<file path="src/rtl/flag_unit.sv">
// flag_unit: condition-flag producer for branch PC selection.
// Captures {V,N,Z} from the EX-stage ALU result according to opcode class.
// Holds them in an architectural flag register and feeds F to ID.
// A branch/flag hazard is resolved either by forwarding the EX flags or by
// a single-cycle ID stall, chosen by FORWARD.
module flag_unit #(
    parameter bit         FORWARD   = 1'b1,
    parameter logic [2:0] RST_FLAGS = 3'b000
) (
    input  logic        clk,
    input  logic        rst,
    input  logic        en,
    input  logic        ex_valid,
    input  logic        ex_flush,
    input  logic [3:0]  ex_opcode,
    input  logic [15:0] alu_result,
    input  logic        alu_ovfl,
    input  logic        id_cond_br,
    output logic [2:0]  F,
    output logic [2:0]  flag_reg,
    output logic        flag_stall
);

    localparam logic [3:0] OP_ADD = 4'b0000;
    localparam logic [3:0] OP_SUB = 4'b0001;
    localparam logic [3:0] OP_XOR = 4'b0010;
    localparam logic [3:0] OP_SLL = 4'b0100;
    localparam logic [3:0] OP_SRA = 4'b0101;
    localparam logic [3:0] OP_ROR = 4'b0110;

    logic [2:0] flag_reg_q, flag_reg_d;
    logic       set_full, set_z;
    logic       upd;
    logic [2:0] flags_nxt;

    // Decode opcode class and merge fresh flags with the retained ones.
    always_comb begin
        set_full  = 1'b0;
        set_z     = 1'b0;
        flags_nxt = flag_reg_q;
        case (ex_opcode)
            OP_ADD, OP_SUB:                 set_full = 1'b1;
            OP_XOR, OP_SLL, OP_SRA, OP_ROR: set_z    = 1'b1;
            default: ;
        endcase
        if (set_full) begin
            flags_nxt = {alu_ovfl, alu_result[15], (alu_result == 16'h0000)};
        end else if (set_z) begin
            flags_nxt[0] = (alu_result == 16'h0000);
        end
        // A squashed op writes nothing, even if it belongs to a setting class.
        upd = ex_valid & ~ex_flush & (set_full | set_z);
    end

    // Register write qualified by the pipeline advance.
    always_comb begin
        flag_reg_d = flag_reg_q;
        if (upd && en) begin
            flag_reg_d = flags_nxt;
        end
    end

    // Architectural flag register; reset also drops any in-flight update.
    always_ff @(posedge clk or posedge rst) begin
        if (rst) begin
            flag_reg_q <= RST_FLAGS;
        end else begin
            flag_reg_q <= flag_reg_d;
        end
    end

    // Branch-facing flags and hazard stall; stall is independent of en.
    always_comb begin
        F          = flag_reg_q;
        flag_stall = 1'b0;
        if (FORWARD) begin
            if (upd) begin
                F = flags_nxt;
            end
        end else begin
            flag_stall = id_cond_br & upd;
        end
    end

    assign flag_reg = flag_reg_q;

endmodule
</file>
<file path="config.mk">
export PLATFORM = sky130hd
export DESIGN_NAME = flag_unit
export DESIGN_NICKNAME = d
export VERILOG_FILES = /design/src/rtl/flag_unit.sv
export SDC_FILE = /design/constraint.sdc
export NUM_CORES = 1
export LEC_CHECK = 0
export BUFFER_PORTS_ARGS = -buffer_cell sky130_fd_sc_hd__buf_2
export CELL_PAD_IN_SITES_DETAIL_PLACEMENT = 1
export CELL_PAD_IN_SITES_GLOBAL_PLACEMENT = 2
export CORE_MARGIN = 1.5
export CORE_UTILIZATION = 13
export CTS_CLUSTER_SIZE = 16
export DETAILED_ROUTE_END_ITERATION = 10
export PLACE_DENSITY_LB_ADDON = 0.25
export SLEW_MARGIN = 25
export SYNTH_ARGS = -nofsm -noshare
export SYNTH_HDL_FRONTEND = slang
export SYNTH_SLANG_ARGS = --single-unit
</file>
<file path="constraint.sdc">
create_clock -name clk -period 1.5 [get_ports clk]
set_clock_uncertainty 0.05 [all_clocks]
set_input_delay 0.15 -clock clk [delete_from_list [all_inputs] [get_ports clk]]
set_output_delay 0.15 -clock clk [all_outputs]
set_load 0.005 [all_outputs]
</file>
==> results of run 1 <==
==> worst max-delay path, stage by stage <==
cell     delay, ns
buf_2         0.11
nor3b_4       0.24
nand2_1       0.13
mux2_2        0.28
buf_2         0.12
==> metrics by stage <==
step | setup slack (ns) | utilization
floorplan | 0.420 | -
detailed placement | 0.230 | 0.242
global placement | 0.228 | 0.242
finish | 0.257 | 0.262
global route | 0.165 | 0.262
CTS | 0.246 | 0.262
==> cell type report <==
class | instances | area share
multi-input cells | 20 | 0.348
well taps | 25 | 0.0668
flip-flops and latches | 3 | 0.160
inverters | 2 | 0.0160
repair buffers | 32 | 0.353
clock buffers | 4 | 0.0561
==> how the worst max path moves through the flow <==
stage                   from     endpoint  slack, ns  cells after the start
2_1_floorplan       ex_flush  flag_reg[1]       0.42                      3
5_1_grt        alu_result[3]         F[0]       0.17                      5
3_5_place_dp        ex_flush  flag_reg[2]       0.23                      4
3_3_place_gp        ex_flush  flag_reg[2]       0.23                      4
6_report            ex_flush         F[2]       0.26                      5
4_1_cts             ex_flush         F[2]       0.25                      5
==> per-layer routing <==
| metal | GRT usage | vias up |
|---|---|---|
| li1 | - | 165 |
| met1 | 0.0974 | 150 |
| met2 | 0.129 | 23 |
| met3 | 0.0462 | 0 |
| met4 | 0.0667 | 0 |
| met5 | 0 | - |
==> where the power goes <==
part           internal [µW]  switching, µW  leakage (µW)  total [µW]
Combinational           56.6           34.4      0.000206        91.0
Clock                   99.7           42.7     0.0000150         142
Sequential              90.4           5.75     0.0000405        96.2
==> cell usage in the layout, fill, tap and decap left out, drive strengths merged <==
master and instances:
nand2 3, nor2 1, buf 31, dlygate4sd3 1
mux2 4, nor3b 1, dfrtp 3, nor4 4
nand4 1, inv 2, and4 1, mux2i 2
nor3 1, nand3 1, clkbuf 4, conb 1
==> logic make-up (layout without fill, tap and decap cells) <==
| logic type | count (synthesis) | after routing | synth area share |
|---|---|---|---|
| multiplexers | 6 | 6 | 0.287 |
| AND/OR/NAND/NOR | 13 | 13 | 0.342 |
| other | 1 | 1 | 0.0148 |
| flip-flops | 3 | 3 | 0.297 |
| buffers and inverters | 3 | 38 | 0.0594 |
==> timing repair <==
action | CTS | global route
hold buffers | 1 | 0
endpoints found under the hold margin | 3 | 0
gates resized for setup | 0 | 0
==> summary.md, run 1 <==
| Metric | Value |
|---|---|
| Net count after synthesis | 53 |
| CTS tree | done |
| Post-synthesis async set-or-reset flop share | 1.00 |
| Final non-filler cell area | 468 µm² |
| GRT Residual Overflow | 0 |
| Dpl cells | 81 |
| Max reg flops | 3 |
| Critical path class | input pin to output pin |
| Die Ht | 47.1 µm |
| Hold Violations, Final | 0 |
| Core area | 0.00178 mm² |
| PwrDens | 705 mW/mm² |
| Post-synth EDFFs | 0 |
| Port bufs | 31 |
| Most frequent cell after synthesis | nor4_1 |
| Share of cells above drive strength 1 | 0.656 |
| GRT Resource Usage Total | 0.0886 |
| CP Data Arrival Time | 1.04 ns |
| Hold Crit Start | alu_ovfl |
| CTS buffer count | 3 |
| Sinks on Clock Net | 3 |
| CTS H-tree lvls | 1 |
| Top cells by instance count after synthesis | 4 x nor4_1, 3 x dfrtp_1, 3 x nand2_1 |
| Final slew viol count | 0 |
| Deepest clock path buffer count | 2 |
| Synthesis Warnings | 0 |
| Starting Density | 0.142 |
| Vias in the first global route | 351 |
| Total chip power | 330 µW |
| Aggregate routed wire length | 810 µm |
| Worst Hold Class | input pin to flop |
| Unrepaired setup endpoints after global routing | false |
| DR iter-0 viols | 1 |
| R2r endpoint | flag_reg[2] |
| Routed vias/inst | 3.93 |
| Worst hold margin | 0.120 ns |
| Root Buffer | clkbuf_4 |
| Ranking of synthesized cells by area | dfrtp_1 30%, mux2_4 12%, nor4_1 9.9%, mux2_2 8.9%, mux2i_1 7.9% |
| DRC Markers | 0 |
| R2R setup slack | 0.67 ns |
| Hold depth | 2 |
| ANT nets after route | 0 |
| Reg area | 75.1 µm² |
| Status | complete, no violations |
| Clock Latency Late Sink | 0.23 ns |
| Critical Path Sink Type | output pin |
| Number of synthesized register bits | 3 |
| Highest Clock Rate | 0.804 GHz |
| Area of the multi-input gates | 163 µm² |
| FF-to-FF path depth | 1 |
| Final Setup Violations | 0 |
| Max-cap violation count | 0 |
| Post-Synthesis Cells | 26 |
| Worst-path clk slew | 0.04 ns |
| Initial antenna violation count | 0 |
| Worst VDD drop | 0.248 mV |
| Static leakage | 0.000261 µW |
| CP Data Required Time | 1.30 ns |
| Crit Reg-Reg Startpoint | flag_reg[2] |
| Ports | 34 |
| Die Span X | 47.1 µm |
| Main synth FF type | dfrtp_1 |
| Post-synthesis cell area | 253 µm² |
| RD Place Congestion | 0.578 |
| Drt wl/cell | 9.42 µm |
| DIE AREA | 0.00222 mm² |
| Met2 Routed Length | 417 µm |
| CP Max Fanout | 4 |
| Fin crit period | 1.24 ns |
| Largest net degree at the start of global routing | 5 |
| Final nets | 89 |
| DRT met1 WL | 306 µm |
| Post-synth top area share | 0.297 |
| Area grow syn2layout | 85.1% |
| Area leader, netlist | dfrtp_1 |
| Startpoint types | input pin |
| Rows | 15 |
| Synth unique cells | 15 |
| DRT Pass-1 Iters | 2 |
| Routed vias | 338 |
| # fillers | 239 |
| Non-filler cells, final | 86 |
| Setup TNS Final | 0 ns |
| DP HPWL | 743 µm |
| Max Used Layer | met3 |
| Met3 routed WL | 86 µm |
| Sequential element share of the synthesized area | 0.297 |
| Syn_area_per_cell | 9.72 µm² |
| Postcts setup bufs | 0 |
| Final period utilization | 0.829 |
| DP Area | 432 µm² |
| First-pass GRT wire length | 1270 µm |
| Worst hold endpoint | flag_reg[2] |
| Inserted Diodes | 0 |
(Power assumes the default switching activity.)
==> run 2: changes to the inputs <==
--- a/config.mk
+++ b/config.mk
@@ -9,7 +9,7 @@
 export CELL_PAD_IN_SITES_DETAIL_PLACEMENT = 1
 export CELL_PAD_IN_SITES_GLOBAL_PLACEMENT = 2
 export CORE_MARGIN = 1.5
-export CORE_UTILIZATION = 13
+export CORE_UTILIZATION = 12
 export CTS_CLUSTER_SIZE = 16
 export DETAILED_ROUTE_END_ITERATION = 10
 export PLACE_DENSITY_LB_ADDON = 0.25
==> constraint.sdc (replaced) <==
create_clock -name clk -period 1.2 [get_ports clk]
set_clock_uncertainty 0.05 [all_clocks]
set_input_delay 0.12 -clock clk [delete_from_list [all_inputs] [get_ports clk]]
set_output_delay 0.12 -clock clk [all_outputs]
set_load 0.005 [all_outputs]
==> run 2 against run 1 <==
Clock power up 27%. Critical path depth down 3. Register-to-register slack worse by 0.41 ns. Flip-flop and latch count unchanged. Final cell count up 7.0%. Sequential share of layout area down 2.6 points. Highest routed layer is now met4.
==> summary.md, run 2 (synthesized netlist as in run 1, its figures left out) <==
| Metric | Value |
|---|---|
| Clock Latency Late Sink | 0.23 ns (about the same) |
| CTS buffer count | 3 (unchanged) |
| CP Data Required Time | 1.03 ns (-0.27 ns) |
| Max-cap violation count | 0 (unchanged) |
| CP Max Fanout | 3 (-1) |
| Net Sw Frac | 0.258 (+0.00639) |
| Internal power | 339 µW (+37%) |
| ANT nets after route | 0 (unchanged) |
| Critical path endpoint | F[1] |
| DP Area | 449 µm² (+4.1%) |
| First-pass GRT wire length | 1500 µm (+19%) |
| R2R setup slack | 0.26 ns (-0.41 ns) |
| Startpoint types | flop |
| Critical Path Sink Type | output pin |
| Aggregate routed wire length | 876 µm (+8.1%) |
| Worst-path clk slew | 0.04 ns (about the same) |
| Largest net degree at the start of global routing | 4 (-1) |
| PwrDens | 820 mW/mm² (+16%) |
| Max reg flops | 3 (unchanged) |
| Sinks on Clock Net | 3 (unchanged) |
| Setup ws final | 0.0306 ns (-0.226 ns) |
| Highest Clock Rate | 0.855 GHz |
| Critical path class | flop to output pin |
| Status | complete, no violations |
| Most common cell after layout, fill and taps aside | buf_2 |
| DRT Pass-1 Iters | 2 (unchanged) |
| DRC Markers | 0 (unchanged) |
| Slowest stage delay, CP | 0.39 ns (+0.11 ns) |
| Port bufs | 31 (unchanged) |
| Ports | 34 (unchanged) |
| Final Setup Violations | 0 (unchanged) |
| Unrepaired setup endpoints after global routing | false |
| GRT Residual Overflow | 0 (unchanged) |
| Die Ht | 48.9 µm (+3.8%) |
| Clock power frac | 0.396 (-0.036) |
| CP cell instances | mux2_4 > buf_6 |
| Vias in the first global route | 373 (+6.3%) |
| DP HPWL | 715 µm (-3.7%) |
| Fin crit period | 1.17 ns |
| CP Data Arrival Time | 1.00 ns (-0.04 ns) |
| CTS tree | done |
| Root Buffer | clkbuf_4 |
| Rows | 16 (+1) |
| Static leakage | 0.000298 µW (+14%) |
| Routed vias | 353 (+4.4%) |
| Deepest clock path buffer count | 2 (unchanged) |
| Inserted Diodes | 0 (unchanged) |
| Drt wl/cell | 9.52 µm (+1.1%) |
| CTS H-tree lvls | 1 (unchanged) |
| Part of the power in combinational logic | 0.340 (+0.064) |
| Switching pwr | 118 µW (+42%) |
| Final non-filler cell area | 557 µm² (+19%) |
| CP Launch Point | flag_reg[1] |
| Most frequent cells in the layout | 28 x buf_2, 4 x mux2_4, 4 x buf_4 |
| Worst Hold Class | input pin to flop |
| Final slew viol count | 0 (unchanged) |
| Sequential Power Share | 0.264 (-0.028) |
| R2r endpoint | flag_reg[2] |
| Starting Density | 0.128 (-0.0142) |
| Worst VDD drop | 0.363 mV (+46%) |
| Routed vias/inst | 3.84 (-2.4%) |
| Pre-CTS setup slack | -0.00134 ns (-0.232 ns) |
| CP max-delay cell | dfrtp_1 |
| GRT Resource Usage Total | 0.0800 (-0.00856) |
| Initial antenna violation count | 0 (unchanged) |
| Core area | 0.00198 mm² (+11%) |
| DR iter-0 viols | 1 (unchanged) |
| RD Place Congestion | 0.630 (+9.0%) |
| FF-to-FF path depth | 2 (+1) |
| DIE AREA | 0.00239 mm² (+7.8%) |
| Crit Reg-Reg Startpoint | flag_reg[2] |
| Die Span X | 48.9 µm (+3.8%) |
| Area grow syn2layout | 120% |
| Hold Violations, Final | 0 (unchanged) |
| Hold depth | 2 (unchanged) |
| Final nets | 93 (+4.5%) |
| Share of cells above drive strength 1 | 0.738 (+0.0827) |
| Final period utilization | 0.974 |
-- run 2: what timing repair did --
action                                  4_1_cts  5_1_grt
hold endpoints to repair                      3        0
resized for setup                             0       11
setup buffers                                 0        2
endpoints found under the setup margin        0        3
hold buffers                                  1        0
-- run 2: routing by layer --
layer  up-vias  routed length [µm]  part of all wire  track usage
li1        173                   -                 -            -
met1       157                 287              0.33       0.0618
met2        21                 486              0.55        0.155
met3         2                  92              0.11       0.0399
met4         0                   9             0.010       0.0476
met5         -                   0                 0            0
-- run 2: worst min-delay path by stage --
stage,startpoint,to,slack [ns]
after detailed placement,rst,flag_reg[1],-0.05
after CTS,alu_ovfl,flag_reg[2],0.09
final,alu_ovfl,flag_reg[2],0.09
after floorplan,rst,flag_reg[0],-0.18
after global placement,rst,flag_reg[0],-0.06
after global routing,alu_ovfl,flag_reg[2],0.1
-- run 2: layout make-up --
class	instances	area, µm²
clock buffers	4	26.3
well taps	27	33.8
inverters	2	7.51
fillers	238	1430
repair buffers	36	214
multi-input cells	20	200
flip-flops and latches	3	75.1
-- run 2: critical path, delay by kind of cell (launching register included) --
family	cells	cell delay (ns)
flip-flops	1	0.39
buffers and inverters	1	0.11
multiplexers	1	0.27
-- run 2: through the flow --
stage / hold WS, ns / utilization / instances / setup TNS, ns / total power [µW]
5_1_grt: 0.0955 / 0.281 / 92 / 0 / 489
4_1_cts: 0.0862 / 0.245 / 90 / 0 / 429
3_5_place_dp: -0.0550 / 0.227 / 85 / -0.00183 / 238
3_3_place_gp: -0.0571 / 0.227 / 85 / 0 / 238
6_report: 0.0899 / 0.281 / 92 / 0 / 457
2_1_floorplan: -0.176 / - / 26 / 0 / 165
-- run 2: power by group through the flow --
stage	Clock [µW]	Sequential (µW)	Combinational [µW]
floorplan	0	122	42.8
global placement	0	122	116
detailed placement	0	122	116
CTS	188	121	120
global route	197	122	171
finish	181	121	155
==> run 3: changes to the inputs <==
==> constraint.sdc (replaced) <==
create_clock -name clk -period 1.2 [get_ports clk]
set_clock_uncertainty 0.05 [all_clocks]
set_input_delay 0.24 -clock clk [delete_from_list [all_inputs] [get_ports clk]]
set_output_delay 0.24 -clock clk [all_outputs]
set_load 0.005 [all_outputs]
==> run 3 against run 2 <==
The run now ends with setup timing left. Global-route usage grew 0.84 points. Non-clock buffer count decreased by 2. Final cell count is 2.2% lower. Maximum frequency is 13% lower. Design area rose by 0.22%. Die area unchanged. Critical path type is now input pin to output pin. Largest cell class is now multi-input gates. Highest routed layer unchanged.
==> summary.md, run 3 (synthesized netlist as in run 1, its figures left out) <==
| Metric | Value |
|---|---|
| Critical path class | input pin to output pin |
| Share of cells above drive strength 1 | 0.762 (+0.0234) |
| DR iter-0 viols | 2 (+1) |
| RD Place Congestion | 0.628 (-0.24%) |
| Die Span X | 48.9 µm (unchanged) |
| R2r endpoint | flag_reg[1] |
| Most frequent cells in the layout | 27 x buf_2, 4 x buf_6, 3 x clkbuf_4, 3 x dfrtp_1 |
| Final nets | 91 (-2.2%) |
| CTS tree | done |
| DIE AREA | 0.00239 mm² (unchanged) |
| R2R setup slack | 0.38 ns (+0.12 ns) |
| DRT Pass-1 Iters | 2 (unchanged) |
| Startpoint types | input pin |
| Deepest clock path buffer count | 2 (unchanged) |
| DP Area | 449 µm² (unchanged) |
| Status | complete, but fails checks |
| Largest net degree at the start of global routing | 4 (unchanged) |
| First-pass GRT wire length | 1590 µm (+5.9%) |
| PwrDens | 793 mW/mm² (-3.3%) |
| Hold Violations, Final | 0 (unchanged) |
| Inserted Diodes | 0 (unchanged) |
| Final non-filler cell area | 558 µm² (+0.22%) |
| Final period utilization | 1.12 (+0.147) |
| Static leakage | 0.000286 µW (-3.9%) |
| Dpl cells | 85 (unchanged) |
| # fillers | 243 (+2.1%) |
| CTS H-tree lvls | 1 (unchanged) |
| CP Data Required Time | 0.91 ns (-0.12 ns) |
| Failing checks | setup timing |
| Final Setup Violations | 3 (+3) |
| Worst-path clk slew | 0.04 ns (about the same) |
| Highest Clock Rate | 0.743 GHz (-13%) |
| Most common cell after layout, fill and taps aside | buf_2 |
| Non-filler cells, final | 90 (-2.2%) |
| Fin crit period | 1.35 ns (+0.177 ns) |
| Max-cap violation count | 0 (unchanged) |
| Max reg flops | 3 (unchanged) |
| DP HPWL | 718 µm (+0.48%) |
| GRT Residual Overflow | 0 (unchanged) |
| Worst VDD drop | 0.400 mV (+10%) |
| Critical Path Sink Type | output pin |
| Initial antenna violation count | 0 (unchanged) |
| Port bufs | 31 (unchanged) |
| Unrepaired setup endpoints after global routing | true |
| Clock Latency Late Sink | 0.24 ns (about the same) |
| Crit Reg-Reg Startpoint | flag_reg[1] |
| ANT nets after route | 0 (unchanged) |
| Worst Hold Class | input pin to flop |
| DRC Markers | 0 (unchanged) |
| Core area | 0.00198 mm² (unchanged) |
| GRT Resource Usage Total | 0.0884 (+0.00839) |
| Routed vias | 347 (-1.7%) |
| CP Data Arrival Time | 1.06 ns (+0.06 ns) |
| Root Buffer | clkbuf_4 |
| Critical path endpoint | F[1] |
| Sinks on Clock Net | 3 (unchanged) |
| Aggregate routed wire length | 862 µm (-1.6%) |
| FF-to-FF path depth | 1 (-1) |
| Rows | 16 (unchanged) |
| Die Ht | 48.9 µm (unchanged) |
| Setup ws final | -0.146 ns (-0.177 ns) |
| Routed vias/inst | 3.86 (+0.48%) |
| Ports | 34 (unchanged) |
| Final slew viol count | 0 (unchanged) |
| Starting Density | 0.128 (unchanged) |
| CP Launch Point | ex_opcode[3] |
| Vias in the first global route | 386 (+3.5%) |
| CP Max Fanout | 3 (unchanged) |
| Area grow syn2layout | 121% |
| CTS buffer count | 3 (unchanged) |
| Drt wl/cell | 9.58 µm (+0.59%) |
-- run 3: cell count changes in the layout (fill, tap and decap cells not counted), sizes merged --
cell	delta
buf	-2
-- run 3: power by group --
part | internal [µW] | total (µW) | switching (µW)
clock | 125 | 182 | 57.3
combinational | 86.4 | 140 | 54.1
sequential | 113 | 120 | 7.05
-- run 3: worst min-delay path by stage --
stage | start | end | cells after the start | slack (ns)
2_1_floorplan | rst | flag_reg[0] | 1 | -0.06
3_3_place_gp | rst | flag_reg[2] | 2 | 0.06
3_5_place_dp | rst | flag_reg[2] | 2 | 0.06
4_1_cts | alu_ovfl | flag_reg[2] | 2 | 0.20
5_1_grt | alu_ovfl | flag_reg[2] | 2 | 0.21
6_report | alu_ovfl | flag_reg[2] | 2 | 0.20
-- run 3: stage by stage --
stage	hold slack (ns)	total power [µW]	util	TNS, ns	worst slack (ns)
floorplan	-0.0564	165	-	0	0.0298
global placement	0.0624	238	0.227	-0.863	-0.208
detailed placement	0.0610	239	0.227	-0.861	-0.210
CTS	0.203	447	0.274	-0.458	-0.163
global route	0.209	480	0.282	-0.649	-0.219
finish	0.203	443	0.282	-0.401	-0.146
-- run 3: metal layers --
layer	vias to the layer above	routed length (µm)	GRT usage
met1	156	291	0.0861
li1	168	-	-
met4	0	20	0.0571
met5	-	0	0
met2	21	462	0.158
met3	2	88	0.0307
-- run 3: worst max-delay path: stages --
cell	delay [ns]
buf_6	0.10
nor3b_4	0.23
nand2_2	0.10
mux2_2	0.27
buf_2	0.12
-- run 3: final cells by class --
| cell class | count | area [µm²] | area share |
|---|---|---|---|
| clock buffer | 4 | 26.3 | 0.0471 |
| inverter | 2 | 7.51 | 0.0135 |
| tap | 27 | 33.8 | 0.0605 |
| timing repair buffer | 34 | 205 | 0.368 |
| multi-input combinational | 20 | 210 | 0.377 |
| sequential | 3 | 75.1 | 0.135 |
-- run 3: timing repair --
| item | CTS | global route |
|---|---|---|
| pin swaps | 2 | 4 |
| hold buffers | 1 | 0 |
| gates resized for setup | 10 | 2 |
| endpoints found under the setup margin | 3 | 3 |
| hold endpoints to repair | 3 | 0 |
| buffers inserted | 0 | 0 |
